===== src/rtl/if_stage_pkg.sv =====
// Shared pipeline definitions for the fetch stage and its consumers
// (id_stage, hazard unit).
//   XLEN           : datapath width
//   RESET_PC_DEF   : default PC loaded on reset
//   NOP_INSTR_DEF  : bubble encoding, addi x0,x0,0
//   IMEM_AW_DEF    : byte-address width covered by instruction memory
//   if_id_t        : IF/ID pipeline register contents
//   fetch_fault()  : true when a PC is misaligned or outside imem
package if_stage_pkg;

    localparam int          XLEN          = 32;
    localparam logic [31:0] RESET_PC_DEF  = 32'h0000_0000;
    localparam logic [31:0] NOP_INSTR_DEF = 32'h0000_0013;
    localparam int          IMEM_AW_DEF   = 10;

    typedef struct packed {
        logic [XLEN-1:0] pc;
        logic [XLEN-1:0] pc_plus4;
        logic [XLEN-1:0] instr;
        logic            valid;
        logic            fault;
    } if_id_t;

    function automatic logic fetch_fault(input logic [XLEN-1:0] pc, input int aw);
        return (pc[1:0] != 2'b00) || ((pc >> aw) != '0);
    endfunction

endpackage


===== src/rtl/if_id_reg.sv =====
// IF/ID pipeline register with hold and bubble controls plus a counter of
// valid instructions delivered. The same pattern serves ID/EX.
//   clk, rst      : clock, synchronous active-high reset
//   hold_i        : keep current contents (stall)
//   flush_i       : insert a bubble; overrides hold, PC fields keep their value
//   entry_i       : entry to load when neither hold nor flush is active
//   entry_o       : registered entry
//   count_o       : number of loads with valid=1 (wraps)
module if_id_reg
    import if_stage_pkg::*;
#(
    parameter logic [31:0] NOP_INSTR = NOP_INSTR_DEF
) (
    input  logic            clk,
    input  logic            rst,
    input  logic            hold_i,
    input  logic            flush_i,
    input  if_id_t          entry_i,
    output if_id_t          entry_o,
    output logic [XLEN-1:0] count_o
);

    if_id_t          entry_q, entry_d;
    logic [XLEN-1:0] count_q, count_d;

    always_comb begin
        entry_d = entry_q;
        count_d = count_q;
        if (flush_i) begin
            entry_d.instr = NOP_INSTR;
            entry_d.valid = 1'b0;
            entry_d.fault = 1'b0;
        end else if (!hold_i) begin
            entry_d = entry_i;
            if (entry_i.valid) begin
                count_d = count_q + 32'd1;
            end
        end
    end

    always_ff @(posedge clk) begin
        if (rst) begin
            entry_q.pc       <= '0;
            entry_q.pc_plus4 <= 32'd4;
            entry_q.instr    <= NOP_INSTR;
            entry_q.valid    <= 1'b0;
            entry_q.fault    <= 1'b0;
            count_q          <= '0;
        end else begin
            entry_q <= entry_d;
            count_q <= count_d;
        end
    end

    assign entry_o = entry_q;
    assign count_o = count_q;

endmodule


===== src/rtl/if_stage.sv =====
// Instruction-fetch stage: PC register, next-PC priority mux
// (redirect > stall > sequential) and fetch fault check. Instruction memory
// lives outside; its word comes back combinationally on imem_instr.
//   clk, rst       : clock, synchronous active-high reset
//   stall          : hold PC and IF/ID
//   redirect       : taken branch/jump from EX, squashes the wrong-path fetch
//   redirect_pc    : redirect target
//   imem_addr      : byte address to instruction memory (= pc_q)
//   imem_instr     : fetched word
//   id_pc, id_pc_plus4, id_instr, id_valid, id_fault : IF/ID contents
//   fetch_count    : valid instructions delivered to IF/ID
module if_stage
    import if_stage_pkg::*;
#(
    parameter logic [31:0] RESET_PC  = RESET_PC_DEF,
    parameter logic [31:0] NOP_INSTR = NOP_INSTR_DEF,
    parameter int          IMEM_AW   = IMEM_AW_DEF
) (
    input  logic            clk,
    input  logic            rst,
    input  logic            stall,
    input  logic            redirect,
    input  logic [XLEN-1:0] redirect_pc,
    output logic [XLEN-1:0] imem_addr,
    input  logic [XLEN-1:0] imem_instr,
    output logic [XLEN-1:0] id_pc,
    output logic [XLEN-1:0] id_pc_plus4,
    output logic [XLEN-1:0] id_instr,
    output logic            id_valid,
    output logic            id_fault,
    output logic [XLEN-1:0] fetch_count
);

    logic [XLEN-1:0] pc_q, pc_d;
    logic [XLEN-1:0] pc_plus4;
    logic            fault;
    if_id_t          fetch_entry;
    if_id_t          id_entry;

    assign pc_plus4 = pc_q + 32'd4;
    assign fault    = fetch_fault(pc_q, IMEM_AW);

    // A faulting fetch never exposes whatever the memory returned.
    always_comb begin
        fetch_entry.pc       = pc_q;
        fetch_entry.pc_plus4 = pc_plus4;
        fetch_entry.instr    = fault ? NOP_INSTR : imem_instr;
        fetch_entry.valid    = ~fault;
        fetch_entry.fault    = fault;
    end

    always_comb begin
        pc_d = pc_plus4;
        if (redirect) begin
            pc_d = redirect_pc;
        end else if (stall) begin
            pc_d = pc_q;
        end
    end

    always_ff @(posedge clk) begin
        if (rst) begin
            pc_q <= RESET_PC;
        end else begin
            pc_q <= pc_d;
        end
    end

    if_id_reg #(
        .NOP_INSTR (NOP_INSTR)
    ) u_if_id_reg (
        .clk     (clk),
        .rst     (rst),
        .hold_i  (stall),
        .flush_i (redirect),
        .entry_i (fetch_entry),
        .entry_o (id_entry),
        .count_o (fetch_count)
    );

    assign imem_addr   = pc_q;
    assign id_pc       = id_entry.pc;
    assign id_pc_plus4 = id_entry.pc_plus4;
    assign id_instr    = id_entry.instr;
    assign id_valid    = id_entry.valid;
    assign id_fault    = id_entry.fault;

endmodule


===== config.mk =====
export PLATFORM = sky130hd
export DESIGN_NAME = if_stage
export DESIGN_NICKNAME = d
export VERILOG_FILES = /design/src/rtl/if_stage_pkg.sv /design/src/rtl/if_id_reg.sv /design/src/rtl/if_stage.sv
export SDC_FILE = /design/constraint.sdc
export NUM_CORES = 1
export LEC_CHECK = 0
export CAP_MARGIN = 5
export CORE_ASPECT_RATIO = 1.25
export CORE_MARGIN = 2
export CORE_UTILIZATION = 40
export DETAILED_ROUTE_END_ITERATION = 10
export GPL_TIMING_DRIVEN = 1
export PLACE_DENSITY = 0.7
export SLEW_MARGIN = 30
export SYNTH_ARGS = -nofsm -noshare
export SYNTH_HDL_FRONTEND = slang
export SYNTH_SLANG_ARGS = --single-unit

===== constraint.sdc =====
create_clock -name clk -period 6.9 [get_ports clk]
set_input_delay 1.035 -clock clk [delete_from_list [all_inputs] [get_ports clk]]
set_output_delay 1.035 -clock clk [all_outputs]
set_load 0.01 [all_outputs]

==> impl_metrics.csv, run 1 <==
group,metric,value,unit
status,status,"completed",
pwr,power_density,218.4,nW/um2
grt,antenna_found_initial,0,
drt,wl,21800,um
yosys,synth.distinct_cells,45,
die,placementRows,56,
die,fp.dieArea,20170,um2
timing,setup_ws,3.722,ns
timing,final.setup.tns,0,ns
critical_path,worst-setup-path-type,"primary input to flop",
clocking,cts_hold_buffers,0,
die,initial_core_util,0.4072,
critical_path,r2r_slack,4.15,ns
critical_path,critical_path.cell_chain,"clkdlybuf4s50_1 > buf_4 > nor2_4 > buf_6 > nand3_2 > or4_1 > a21oi_1",
die,io_pins,230,
placement,place_inst,1278,
job,cap_violations,0,
yosys,syn_area_per_cell,8.191,um2
grt,grt_start_max_net_pins,96,
layout,final_common_cell,"clkdlybuf4s50_1",
layout,layout_common_cells,"clkdlybuf4s50_1 (227), dfxtp_1 (160), nand2_1 (123)",
critical_path,worstSetupEndpointType,"flop",
layout,nets,1135,
critical_path,reg2reg_from,"imem_addr[11]",
timing,period_minus_slack,3.178,ns
critical_path,start_kind,"primary input",
yosys,synth_seq_cells,160,
yosys,yosys-top-cells-area,"dfxtp_1 (42%), a21oi_1 (6.2%), nand2_1 (6.1%)",
drt,antenna_left,0,
pwr,power.total,2.237,mW
yosys,yosys_warnings,0,
yosys,synth_nets,1000,
clocking,cts_resized,0,
placement,portBuffers,229,
critical_path,reg2reg_to,"u_if_id_reg.count_o[12]",
timing,maxSlewViolCount,0,
layout,multi_input_area,3764,um2
clocking,clk_latency,0.42,ns
yosys,synth.cell_area,7617,um2
grt,grt_overflow,0,
layout,fin_cells,1309,
critical_path,cp_num_cells,7,
hold_path,min-delay-path-class,"flop to flop",
critical_path,path_max_fanout,95,
critical_path,cp.required,7.25,ns
drt,via_per_inst,5.364,
drt,wire_per_inst,16.65,um
placement,hpwlAfterDp,14990,um
critical_path,critPathCapture,"u_if_id_reg.count_o[12]",
critical_path,critical_path.top_delay_family,"simple AND/OR/NAND/NOR gates",
layout,drive_above_1_share,0.05757,
yosys,synth_ff_type,"dfxtp_1",
timing,fin_crit_sh,0.4606,
drt,vias,7021,
critical_path,startpoint,"redirect",
layout,n_antenna_cell,0,
yosys,syn_inst,930,
pwr,p_sw,0.5270,mW
timing,worst_pin_slew,0.9668,ns
yosys,synth_edf_count,0,
pwr,leakage,3.275,nW
clocking,h-tree-depth,4,
clocking,tritoncts,"yes",
timing,setup_viol_count_final,0,
timing,rsz0062_at_grt,"false",
clocking,cts_buffers,17,
clocking,clockRootBuffer,"clkbuf_16",
critical_path,worst-path-buf-inv,3,
die,die_h,158.3,um
layout,fill_cells,1759,
timing,max_freq,314.7,MHz
pwr,seqPwrFrac,0.446,
pwr,clkPwrFrac,0.454,
grt,grt_util_all_layers,0.2121,
pwr,vdd_ir_drop_max,149.8,uV
critical_path,crit_path_max_incr_delay,0.63,ns
placement,place_congestion,0.8599,
yosys,ys_seq_area_frac,0.4205,
yosys,ys_async_sr_fraction,0,
pwr,swShare,0.2355,
layout,register_area,3203,um2
pwr,cellInternalPower,1.710,mW
drt,drc_errors,0,
layout,areaGrowthSynthToFinish,34.49,%
clocking,clkTransAtPathRegs,0.06,ns
critical_path,cp_data_arrival_time,3.53,ns
clocking,cts_setup_buffers,0,
drt,drt_iter0_markers,357,
pwr,combPwrFrac,0.101,
grt,grt_pass1_wl,34140,um
yosys,yosys.area.top_type,"dfxtp_1",
timing,fin_worst_skew,0.01011,ns
placement,dp_slack,2.974,ns
grt,grt_pass1_vias,6510,
timing,maxSlewHeadroom,0.3505,
die,core_region_area,18710,um2
timing,hold_viol,0,
drt,drtPass1Iterations,4,
die,die_x,127.4,um
clocking,cts_sinks,160,
clocking,clockBufferDepth,2,
yosys,synth_top_area_frac,0.4205,
critical_path,cp_slowest_cell,"or4_1",
critical_path,rr_worst_depth,5,
==> registers in the layout, summed over array words and instances (netlist names) <==
name	cells
u_if_id_reg.entry_o	96
imem_addr	32
u_if_id_reg.count_o	32
==> final cells by class <==
class	count	area share
timing repair buffer	234	0.2270
tap	232	0.02833
sequential	160	0.3127
clock inverter	12	0.01869
inverter	10	0.003664
multi-input combinational	642	0.3674
clock buffer	19	0.04226
==> through the flow <==
| stage | cell area [um2] | utilization | hold WS [ns] |
|---|---|---|---|
| floorplan | 7617 | - | 0.4575 |
| global placement | 9612 | 0.5138 | 0.4414 |
| detailed placement | 9617 | 0.5140 | 0.4459 |
| CTS | 10240 | 0.5474 | 0.4546 |
| global route | 10240 | 0.5476 | 0.4665 |
| finish | 10240 | 0.5476 | 0.4524 |
==> synthesized netlist by cell type, types with 16 or more instances <==
cell type  number
a211oi_1       37
a21oi_1        95
buf_2          24
buf_4          35
clkbuf_1       50
dfxtp_1       160
nand2_1       123
nand3_1        25
nand3b_1       30
nand4_1        26
nor2_1         77
nor3_1         16
nor4_1         16
o21ai_0        25
or3_1          21
xnor2_1        31
xor2_1         24
==> logic make-up (layout without fill, tap and decap cells) <==
group | count (synthesis) | after routing | synth area share
AO/OA/AOI/OAI | 179 | 179 | 0.1409
XOR/XNOR | 55 | 55 | 0.06324
adder cells (fa/ha/maj) | 2 | 2 | 0.003285
buffers and inverters | 128 | 275 | 0.08738
flip-flops | 160 | 160 | 0.4205
multiplexers | 9 | 9 | 0.01183
AND/OR/NAND/NOR | 397 | 397 | 0.2728
==> worst min path at each step <==
| stage | slack [ns] | cells past startpoint | start | end |
|---|---|---|---|---|
| after CTS | 0.45 | 2 | u_if_id_reg.entry_o[86] | u_if_id_reg.entry_o[86] |
| after detailed placement | 0.45 | 2 | u_if_id_reg.entry_o[86] | u_if_id_reg.entry_o[86] |
| after global routing | 0.47 | 2 | u_if_id_reg.entry_o[80] | u_if_id_reg.entry_o[80] |
| after global placement | 0.44 | 2 | u_if_id_reg.entry_o[85] | u_if_id_reg.entry_o[85] |
| final | 0.45 | 2 | u_if_id_reg.entry_o[86] | u_if_id_reg.entry_o[86] |
| after floorplan | 0.46 | 2 | imem_addr[1] | u_if_id_reg.entry_o[35] |
==> power by group through the flow <==
stage	Combinational [mW]	Clock (mW)	Sequential, mW
floorplan	0.140	0	0.996
global placement	0.226	0	1.02
detailed placement	0.227	0	1.02
CTS	0.228	1.03	0.996
global route	0.246	1.08	1.00
finish	0.225	1.02	0.997
==> metal layers <==
metal  wire (um)  vias up  GRT usage  part of all wire
li1            -     3495          -                 -
met1        9478     3307     0.2628              0.43
met2       10760      194     0.3591              0.49
met3        1208       25    0.05612             0.055
met4         355        0    0.07012             0.016
met5           0        -          0                 0
==> tightest hold or removal path, delay by kind of cell (launching register included) <==
family | cells | cell delay, ns
AO/OA/AOI/OAI | 1 | 0.05
flip-flops | 1 | 0.31
AND/OR/NAND/NOR | 1 | 0.05
Power figures use the tool's default switching activity.
==> run 2, diff against run 1 <==
==> constraint.sdc (replaced) <==
create_clock -name clk -period 3.05 [get_ports clk]
set_input_delay 0.4575 -clock clk [delete_from_list [all_inputs] [get_ports clk]]
set_output_delay 0.4575 -clock clk [all_outputs]
set_load 0.01 [all_outputs]
==> run 2 against run 1 <==
- final cell count grew 1.6%
- critical path type is now flop to flop
- via count grew 1.6%
- critical endpoint is now u_if_id_reg.count_o[9]
- largest power group unchanged
- largest cell class unchanged
- sequential cell count is the same
- setup slack worse by 3.2 ns
==> impl_metrics.csv, run 2 (synthesis results as in run 1) <==
group,metric,value,unit
status,status,"completed",
timing,fin_crit_sh,0.8334,
hold_path,min-delay-path-class,"flop to flop",
critical_path,path_max_fanout,11,
clocking,tritoncts,"yes",
drt,top_layer_used,"met4",
grt,grt_pass1_vias,6655,
timing,fin_worst_skew,0.009654,ns
pwr,power.total,5.058,mW
timing,final.setup.tns,0,ns
drt,wl_met2,11060,um
grt,grt_util_all_layers,0.2167,
layout,final_common_cell,"clkdlybuf4s50_1",
critical_path,worst-setup-path-type,"flop to flop",
pwr,vdd_ir_drop_max,318.4,uV
placement,place_congestion,0.8237,
clocking,cts_resized,0,
clocking,cts_buffers,17,
die,die_h,158.3,um
clocking,clk_latency,0.42,ns
pwr,clkPwrFrac,0.449,
drt,antenna_left,0,
clocking,clockBufferDepth,2,
pwr,swShare,0.2412,
timing,maxSlewViolCount,0,
timing,setup_ws,0.5080,ns
die,initial_core_util,0.4072,
layout,areaGrowthSynthToFinish,36.56,%
timing,rsz0062_at_grt,"false",
layout,layout_common_cells,"clkdlybuf4s50_1 (227), dfxtp_1 (160), nand2_1 (123)",
critical_path,start_kind,"flop",
pwr,seqPwrFrac,0.441,
layout,nets,1155,
placement,portBuffers,229,
pwr,combPwrFrac,0.110,
pwr,cellInternalPower,3.838,mW
pwr,p_sw,1.220,mW
timing,worst_pin_slew,0.6419,ns
timing,setup_viol_count_final,0,
grt,grt_overflow,0,
pwr,leakage,3.377,nW
placement,hpwlAfterDp,15710,um
drt,wl,22420,um
layout,largest_reg_flops,96,
drt,via_per_inst,5.361,
clocking,clkTransAtPathRegs,0.07,ns
timing,hold_viol,0,
drt,vias,7130,
clocking,cts_sinks,160,
grt,antenna_found_initial,0,
critical_path,worstSetupEndpointType,"flop",
timing,max_freq,393.4,MHz
die,die_x,127.4,um
critical_path,rr_worst_depth,5,
die,fp.dieArea,20170,um2
placement,dp_slack,0.4924,ns
layout,n_antenna_cell,0,
critical_path,cp_data_arrival_time,2.90,ns
clocking,cts_setup_buffers,0,
die,placementRows,56,
clocking,h-tree-depth,4,
pwr,power_density,486.2,nW/um2
critical_path,cp.required,3.41,ns
grt,grt_pass1_wl,34870,um
clocking,clockRootBuffer,"clkbuf_16",
die,io_pins,230,
drt,wire_per_inst,16.85,um
timing,maxSlewHeadroom,0.5720,
drt,routed-wl-met3,1562,um
drt,drtPass1Iterations,5,
drt,drc_errors,0,
die,core_region_area,18710,um2
clocking,cts_hold_buffers,0,
timing,period_minus_slack,2.542,ns
layout,drive_above_1_share,0.07650,
drt,m1WireLength,9413,um
drt,drt_iter0_markers,581,
grt,grt_start_max_net_pins,128,
hold_path,hold_path_depth,2,
job,cap_violations,0,
run 2: final timing paths:
| check | start | endpoint | slack [ns] |
|---|---|---|---|
| hold reg to reg | u_if_id_reg.entry_o[82] | u_if_id_reg.entry_o[82] | 0.45 |
| hold / removal | u_if_id_reg.entry_o[82] | u_if_id_reg.entry_o[82] | 0.45 |
| setup reg to reg | imem_addr[21] | u_if_id_reg.count_o[9] | 0.51 |
| setup / recovery | imem_addr[21] | u_if_id_reg.count_o[9] | 0.51 |
run 2: layout make-up:
| class | instances | area, um2 |
|---|---|---|
| tap | 232 | 290.3 |
| clock buffer | 19 | 442.9 |
| inverter | 10 | 37.54 |
| multi-input combinational | 642 | 3759 |
| timing repair buffer | 254 | 2485 |
| clock inverter | 13 | 185.2 |
| fill | 1688 | 8305 |
| sequential | 160 | 3203 |
run 2: power by group through the flow:
stage / registers (mW) / logic, mW / clock network [mW]
detailed placement: 2.28 / 0.560 / 0
finish: 2.23 / 0.556 / 2.27
global route: 2.24 / 0.603 / 2.40
CTS: 2.23 / 0.562 / 2.32
global placement: 2.28 / 0.556 / 0
floorplan: 2.25 / 0.318 / 0
run 2: worst max-delay path, stage by stage (launching register included):
cell     delay (ns)
dfxtp_1        0.45
nor4_1         0.52
and3_1         0.40
nand4_1        0.42
or4_1          0.54
a21oi_1        0.14
run 2: stage by stage:
stage               instances  hold WS (ns)  area [um2]  utilization
floorplan                 930        0.4575        7617            -
global placement         1298        0.4419        9774       0.5225
detailed placement       1298        0.4461        9774       0.5225
CTS                      1330        0.4545       10400       0.5560
global route             1330        0.4721       10400       0.5560
finish                   1330        0.4507       10400       0.5560
run 2: per-layer routing:
| metal | vias to the layer above | track usage |
|---|---|---|
| met3 | 28 | 0.05612 |
| met1 | 3325 | 0.2641 |
| met5 | - | 0 |
| met4 | 0 | 0.07692 |
| met2 | 246 | 0.3705 |
| li1 | 3531 | - |
